==> src/rtl/gmii_tx_sched_pkg.sv <==
// Shared definitions for the GMII transmit scheduler and its framer.
// Contents: scheduler state encoding, packet type codes, default audio
// block size, packet length width, and the audio length helper.
package gmii_tx_sched_pkg;

  typedef enum logic [1:0] {
    ST_IDLE = 2'd0,
    ST_REQ  = 2'd1,
    ST_PAY  = 2'd2,
    ST_WAIT = 2'd3
  } sched_state_t;

  localparam logic PKT_VIDEO = 1'b0;
  localparam logic PKT_AUDIO = 1'b1;

  localparam int unsigned ABLK_WORDS_DEF = 32;
  localparam int unsigned LEN_W          = 10;

  // Audio payload length in words; 15 blocks of 32 words still fits in 10 bits.
  function automatic logic [LEN_W-1:0] audio_len(input logic [3:0] blocks,
                                                 input int unsigned blk_words);
    return LEN_W'(blocks) * LEN_W'(blk_words);
  endfunction

endpackage

==> src/rtl/gmii_tx_sched_stats.sv <==
// Saturating statistics counters for the GMII transmit scheduler.
// Only instantiated when GMII_SCHED_STATS_EN is defined.
// Ports:
//   clk, rst     clock, synchronous active-high reset
//   inc_v/inc_a  one-cycle strobes on video / audio packet acknowledge
//   inc_u        one-cycle strobe per underrun payload word
//   stat_*       counter values; each holds at all-ones once reached
module gmii_sched_stats (
  input  logic        clk,
  input  logic        rst,
  input  logic        inc_v,
  input  logic        inc_a,
  input  logic        inc_u,
  output logic [31:0] stat_vpkts,
  output logic [31:0] stat_apkts,
  output logic [15:0] stat_urun
);

  always_ff @(posedge clk) begin
    if (rst) begin
      stat_vpkts <= '0;
      stat_apkts <= '0;
      stat_urun  <= '0;
    end else begin
      if (inc_v && stat_vpkts != '1) stat_vpkts <= stat_vpkts + 32'd1;
      if (inc_a && stat_apkts != '1) stat_apkts <= stat_apkts + 32'd1;
      if (inc_u && stat_urun  != '1) stat_urun  <= stat_urun + 16'd1;
    end
  end

endmodule

==> src/rtl/gmii_tx_sched.sv <==
// GMII transmit scheduler: picks one packet at a time from the video FIFO
// (48-bit words) or the audio FIFO (24-bit words), hands type/length/sequence
// to the framer, and routes the framer's payload strobe to the chosen FIFO.
// Audio requests (adesig rising edge) win over video at IDLE; packets are
// never preempted.
// Optional feature: define GMII_SCHED_STATS_EN to add saturating counters
// stat_vpkts, stat_apkts, stat_urun.
// Ports:
//   tx_clk, sys_rst        clock, synchronous active-high reset
//   v_level, v_empty       video FIFO occupancy / empty
//   a_empty                audio FIFO empty
//   adesig, ade_num        audio window and ADE block count
//   pkt_req/type/len/seq   packet request to framer (held until pkt_ack)
//   pkt_ack, pkt_end       framer handshakes
//   pay_rd, pay_last       payload word strobe / final-word flag
//   v_rd_en, a_rd_en       FIFO read enables
//   underrun, a_overrun    sticky error flags
module gmii_tx_sched
  import gmii_tx_sched_pkg::*;
#(
  parameter int unsigned VID_WORDS  = 200,
  parameter int unsigned ABLK_WORDS = ABLK_WORDS_DEF,
  parameter int unsigned LVL_W      = 12
) (
  input  logic             tx_clk,
  input  logic             sys_rst,
  input  logic [LVL_W-1:0] v_level,
  input  logic             v_empty,
  input  logic             a_empty,
  input  logic             adesig,
  input  logic [3:0]       ade_num,
  output logic             pkt_req,
  output logic             pkt_type,
  output logic [LEN_W-1:0] pkt_len,
  output logic [15:0]      pkt_seq,
  input  logic             pkt_ack,
  input  logic             pay_rd,
  output logic             pay_last,
  input  logic             pkt_end,
  output logic             v_rd_en,
  output logic             a_rd_en,
  output logic             underrun,
  output logic             a_overrun
`ifdef GMII_SCHED_STATS_EN
  ,
  output logic [31:0]      stat_vpkts,
  output logic [31:0]      stat_apkts,
  output logic [15:0]      stat_urun
`endif
);

  sched_state_t     state;
  logic             adesig_d;
  logic             a_pend;
  logic [LEN_W-1:0] a_len;
  logic [LEN_W-1:0] wcnt;
  logic [15:0]      v_seq;
  logic [15:0]      a_seq;

  logic a_req_new;
  logic ack_v;
  logic ack_a;
  logic pay_act;
  logic last_word;
  logic urun_word;

  always_comb begin
    a_req_new = adesig & ~adesig_d & (ade_num != '0);
    ack_v     = (state == ST_REQ) & pkt_ack & (pkt_type == PKT_VIDEO);
    ack_a     = (state == ST_REQ) & pkt_ack & (pkt_type == PKT_AUDIO);
    // Reset gates the strobe path directly so rd_en drops in the reset cycle.
    pay_act   = (state == ST_PAY) & pay_rd & ~sys_rst;
    last_word = (wcnt == pkt_len - LEN_W'(1));
    pay_last  = pay_act & last_word;
    v_rd_en   = pay_act & (pkt_type == PKT_VIDEO) & ~v_empty;
    a_rd_en   = pay_act & (pkt_type == PKT_AUDIO) & ~a_empty;
    urun_word = pay_act & ((pkt_type == PKT_AUDIO) ? a_empty : v_empty);
  end

  always_ff @(posedge tx_clk) begin
    if (sys_rst) begin
      state     <= ST_IDLE;
      adesig_d  <= 1'b0;
      a_pend    <= 1'b0;
      a_len     <= '0;
      wcnt      <= '0;
      v_seq     <= '0;
      a_seq     <= '0;
      pkt_req   <= 1'b0;
      pkt_type  <= PKT_VIDEO;
      pkt_len   <= '0;
      pkt_seq   <= '0;
      underrun  <= 1'b0;
      a_overrun <= 1'b0;
    end else begin
      adesig_d <= adesig;
      if (urun_word) underrun <= 1'b1;

      // A new request in the ack cycle replaces the one being consumed,
      // so it is only an overrun when the old request is still unserved.
      if (a_req_new) begin
        a_pend <= 1'b1;
        a_len  <= audio_len(ade_num, ABLK_WORDS);
        if (a_pend && !ack_a) a_overrun <= 1'b1;
      end else if (ack_a) begin
        a_pend <= 1'b0;
      end

      unique case (state)
        ST_IDLE: begin
          if (a_pend) begin
            state    <= ST_REQ;
            pkt_req  <= 1'b1;
            pkt_type <= PKT_AUDIO;
            pkt_len  <= a_len;
            pkt_seq  <= a_seq;
          end else if (v_level >= LVL_W'(VID_WORDS)) begin
            state    <= ST_REQ;
            pkt_req  <= 1'b1;
            pkt_type <= PKT_VIDEO;
            pkt_len  <= LEN_W'(VID_WORDS);
            pkt_seq  <= v_seq;
          end
        end
        ST_REQ: begin
          if (pkt_ack) begin
            state   <= ST_PAY;
            pkt_req <= 1'b0;
            wcnt    <= '0;
          end
          if (ack_v) v_seq <= v_seq + 16'd1;
          if (ack_a) a_seq <= a_seq + 16'd1;
        end
        ST_PAY: begin
          if (pay_rd) begin
            if (last_word) state <= ST_WAIT;
            else           wcnt  <= wcnt + LEN_W'(1);
          end
        end
        ST_WAIT: begin
          if (pkt_end) state <= ST_IDLE;
        end
        default: state <= ST_IDLE;
      endcase
    end
  end

`ifdef GMII_SCHED_STATS_EN
  gmii_sched_stats u_stats (
    .clk        (tx_clk),
    .rst        (sys_rst),
    .inc_v      (ack_v),
    .inc_a      (ack_a),
    .inc_u      (urun_word),
    .stat_vpkts (stat_vpkts),
    .stat_apkts (stat_apkts),
    .stat_urun  (stat_urun)
  );
`endif

endmodule

==> config.mk <==
export PLATFORM = sky130hd
export DESIGN_NAME = gmii_tx_sched
export DESIGN_NICKNAME = d
export VERILOG_FILES = /design/src/rtl/gmii_tx_sched_pkg.sv /design/src/rtl/gmii_tx_sched_stats.sv /design/src/rtl/gmii_tx_sched.sv
export SDC_FILE = /design/constraint.sdc
export NUM_CORES = 1
export LEC_CHECK = 0
export ABC_AREA = 1
export ABC_CLOCK_PERIOD_IN_PS = 2300
export BUFFER_PORTS_ARGS = -buffer_cell sky130_fd_sc_hd__buf_2
export CAP_MARGIN = 20
export CORE_UTILIZATION = 57
export DETAILED_ROUTE_END_ITERATION = 8
export PLACE_DENSITY = 0.82
export REMOVE_ABC_BUFFERS = 1
export SYNTH_ARGS = -nofsm -noshare
export SYNTH_HDL_FRONTEND = slang
export SYNTH_HIERARCHICAL = 1
export SYNTH_SLANG_ARGS = --single-unit
==> constraint.sdc <==
create_clock -name tx_clk -period 2.3 [get_ports tx_clk]
set_input_delay 0.46 -clock tx_clk [delete_from_list [all_inputs] [get_ports tx_clk]]
set_output_delay 0.46 -clock tx_clk [all_outputs]
set_load 0.05 [all_outputs]
==> results.md <==
Run status:
- The run finished with clean final reports.

Detailed routing:
- The count of nets left with antenna violations once routing finished came out at 0.
- After detailed routing, the number of vias per cell comes to 5.29.
- For this block, the initial DRC count from the detailed router was 133.
- After detailed routing, the total wire length is 8270 um.
- The total DRC errors in the routed layout is 0.
- The via total after detailed routing is 3537.
- The first detailed-routing pass took 5 iterations.
- The wire length per cell after detailed routing is 12.4 um.

Power and ir drop:
- In this run, flip-flops and latches consume 40.8% of the power.
- The areal power density over the cells is 838 mW/mm2.
- The leakage power is 1.71 nW.
- Summed over all nets, the switching power comes to 1.37 mW.
- Overall power consumption after layout is estimated at 3.62 mW.
- The combinational power share is 32.2%.
- The clock network power share is 27.0%.
- The cell-internal power is 2.25 mW.
- Net switching is 37.9% of the power.
- The worst-case IR drop observed on VDD is 0.628 mV.

Critical path:
- The worst setup path is launched from a register.
- The top fanout value on the critical path is 2.
- The arrival time of the worst setup path is 1.80 ns.
- The data required time at the worst endpoint is 1.84 ns.
- The worst setup path is of the register to primary output kind.
- The logic depth of the worst register-to-register path is 16.
- The slack of the worst reg-to-reg path is 0.26 ns.
- The worst setup path is captured at a primary output.

Global routing:
- The largest net degree at the start of global routing is 45.
- The initial antenna violation count is 0.
- The number of global-route vias before repair came to 3217.
- The total routing resource utilization after global routing is 24.5%.
- The total global routing overflow is 0.
- The first global-routing pass estimated 13900 um of wire.

Timing:
- The minimum setup slack in the final design is 0.0358 ns.
- The worst path needs 2.26 ns of the cycle, external delays included.
- The fmax is 442 MHz.
- Setup repair after global routing could not meet its margin everywhere.
- The number of pins with negative max-slew slack in the final report is 0.
- The final setup violation count is 0.
- The worst hold-check slack is 0.331 ns.
- The total count of hold-check failures in the final report is 0.
- In the finished design, the share of the clock period the worst path needs comes to 98.4%.
- The clock tree skew after final layout is 0.00835 ns.
- For the final routed database, the setup TNS stands at 0 ns.

Yosys:
- The main combinational cell family by area after synthesis is simple AND/OR/NAND/NOR gates.
- The synthesized netlist devotes 13.4% of its cell area to compound gates.
- The mapped netlist covers 0.00377 mm2.
- Synthesis handed over a netlist of 533 instances.
- In this run, synthesis produced a sequential element count of 75.
- Summing the areas of all and, or, nand and nor instances in the mapped netlist gives 33.5% of the synthesized area.
- The number of warning messages in the yosys log is 6.
- Yosys mapped the design onto 41 distinct sky130hd cell types.
- After synthesis, the share of cell area in mux cells is 0%.
- Of the total synthesized cell area, the portion taken by full adders, half adders and majority gates is 2.65%.
- Summed over its instances, the top area cell type makes up 39.8% of the synthesized netlist area.
- After Yosys synthesis, XOR and XNOR cells account for 2.09% of the synthesized area.
- For this run, the leading register cell type out of synthesis is sky130_fd_sc_hd__dfxtp_1.
- The number of enable flip-flop cells after synthesis is 0.
- In the post-synthesis netlist, the biggest area contributors are sky130_fd_sc_hd__dfxtp_1 (40%), sky130_fd_sc_hd__nand2_1 (14%), sky130_fd_sc_hd__nor2_1 (5.7%), sky130_fd_sc_hd__a21oi_1 (5.3%), sky130_fd_sc_hd__inv_1 (4.8%).
- The top cell type by total area after synthesis is sky130_fd_sc_hd__dfxtp_1.
- Averaged over all synthesized cells, the footprint is 7.08 um2.
- The sequential area share after synthesis is 39.8%.
- For this run, asynchronously set or reset flops after synthesis account for 0%.

Die:
- The initial cell density of the core is 59.1%.
- The chip width is 83.4 um.
- The placeable core region is 0.00639 mm2.
- The die span in y is 83.4 um.
- The number of top-level pins is 57.
- The die covers 0.00695 mm2.
- The site row count is 29.

Placed design:
- The placement-stage worst setup slack is 0.177 ns.
- The HPWL after detailed placement is 6000 um.
- The placer congestion estimate is 0.799.
- Once placement finished, the instance area stood at 0.00408 mm2.
- The count of buffers added on input and output ports is 48.
- Including well taps, the total number of placed cells is 650.

Finish:
- Cells fill 67.6% of the core in the end.
- Relative to the synthesized area, the layout overhead comes to 14.5%.
- The final cell area excluding filler cells is 0.00432 mm2.
- The final net count is 619.
- The top cell types in the final layout, fill and taps aside, are sky130_fd_sc_hd__nand2_1 (136), sky130_fd_sc_hd__dfxtp_1 (71), sky130_fd_sc_hd__nor2_1 (57), sky130_fd_sc_hd__inv_1 (47), sky130_fd_sc_hd__buf_2 (47).
- Leaving out fill and tap cells, the most frequent cell in the layout is sky130_fd_sc_hd__nand2_1.
- The ratio of cells with drive above 1 in the final layout is 20.1%.
- The number of antenna diodes in the final layout is 0.
- The final cell count without fillers is 669.

Clock tree:
- The clock input transition at the sequential cells of the worst setup and hold paths is 0.08 ns.
- In this run the deepest clock path goes through 2 buffers.
- TritonCTS built the clock tree.
- For this design, the CTS-stage hold fixing added 0 buffers.
- The H-tree generated during clock tree synthesis spans 3 levels.
- Clock latency on the worst-skew pair, taken at its later pin, is 0.34 ns.
- The library cell used as clock root buffer is sky130_fd_sc_hd__clkbuf_8.
- The clock net in this run drives a total of 75 sinks.
- In this run, CTS created clock tree buffers numbering 9.

Hold path:
- The worst hold path belongs to the class input pin to register.
- The worst hold path passes through 3 cells.

Run:
- The number of max-cap violations is 0.
==> path summary, 6_finish.rpt <==
| kind | startpoint | endpoint |
|---|---|---|
| worst min register to register | pkt_req | pkt_req |
| worst min-delay path | adesig | adesig_d |
| worst max register to register | pkt_len[3] | wcnt[7] |
| worst max-delay path | pkt_len[3] | pay_last |
==> cell usage after synthesis, types with 4 or more instances <==
cell type	n
sky130_fd_sc_hd__clkbuf_1	10
sky130_fd_sc_hd__or2_2	4
sky130_fd_sc_hd__inv_2	7
sky130_fd_sc_hd__nand3_1	26
sky130_fd_sc_hd__nand2_1	136
sky130_fd_sc_hd__o21ai_1	8
sky130_fd_sc_hd__nor3_1	11
sky130_fd_sc_hd__buf_4	5
sky130_fd_sc_hd__nor2_1	57
sky130_fd_sc_hd__nor2_2	6
sky130_fd_sc_hd__ha_1	8
sky130_fd_sc_hd__a31oi_1	19
sky130_fd_sc_hd__nand2_2	7
sky130_fd_sc_hd__a21oi_1	40
sky130_fd_sc_hd__dfxtp_1	75
sky130_fd_sc_hd__nor2_4	5
sky130_fd_sc_hd__o21ai_0	18
sky130_fd_sc_hd__inv_1	48
sky130_fd_sc_hd__xor2_1	6
==> per-layer routing <==
metal | part of all wire (%) | global-route usage, % | up-vias | wire length (um)
met3 | 4.1 | 5.77 | 10 | 342
met2 | 51 | 44.1 | 71 | 4180
li1 | - | - | 1832 | -
met4 | 1.5 | 8.78 | 0 | 128
met1 | 44 | 28.0 | 1624 | 3610
met5 | 0 | 0 | - | 0
==> cells by family after synthesis <==
family | Yosys count
and+or+nand+nor | 271
AOI/OAI and AO/OA | 92
buffers and inverters | 77
DFF | 75
xor gates and xnor gates | 9
adders and majority gates | 8
other | 1
==> state kept, by name (all words and copies together) (netlist names) <==
signal     flops
underrun       1
adesig_d       1
a_pend         1
pkt_len        5
pkt_seq       16
a_seq         16
a_len          4
wcnt          10
state          2
pkt_type       1
v_seq         16
a_overrun      1
pkt_req        1
==> critical path, cell delays in order, from the launching register on <==
cell                      delay [ns]
sky130_fd_sc_hd__dfxtp_4        0.36
sky130_fd_sc_hd__inv_4          0.04
sky130_fd_sc_hd__ha_4           0.23
sky130_fd_sc_hd__inv_2          0.04
sky130_fd_sc_hd__nand2_1        0.04
sky130_fd_sc_hd__nand2_1        0.06
sky130_fd_sc_hd__nand2_1        0.05
sky130_fd_sc_hd__nor2_1         0.08
sky130_fd_sc_hd__nand2_1        0.05
sky130_fd_sc_hd__nor2_1         0.08
sky130_fd_sc_hd__nand3_1        0.11
sky130_fd_sc_hd__nor2_1         0.14
sky130_fd_sc_hd__buf_6          0.17
==> area by class of cell <==
| type | count | area, um2 |
|---|---|---|
| multi-input cells | 385 | 1980 |
| fillers | 536 | 2070 |
| clock buffers | 11 | 131 |
| clock inverters | 5 | 53.8 |
| well taps | 77 | 96.3 |
| inverters | 57 | 216 |
| flip-flops and latches | 75 | 1510 |
| repair buffers | 59 | 329 |
==> power by group through the flow <==
stage	Combinational (mW)	Clock, mW	Sequential (mW)
after floorplan	0.682	0	1.62
after global placement	1.10	0	1.50
after detailed placement	1.13	0	1.50
after CTS	1.16	0.997	1.47
after global routing	1.29	1.05	1.49
final	1.17	0.975	1.48
==> timing repair <==
action                     4_1_cts  5_1_grt
setup endpoints to repair        1        1
pin swaps                        2        2
gates cloned                     0        0
setup buffers                    2        1
gates resized for setup          7        4
No activity file was read; power rests on OpenSTA's default activity.
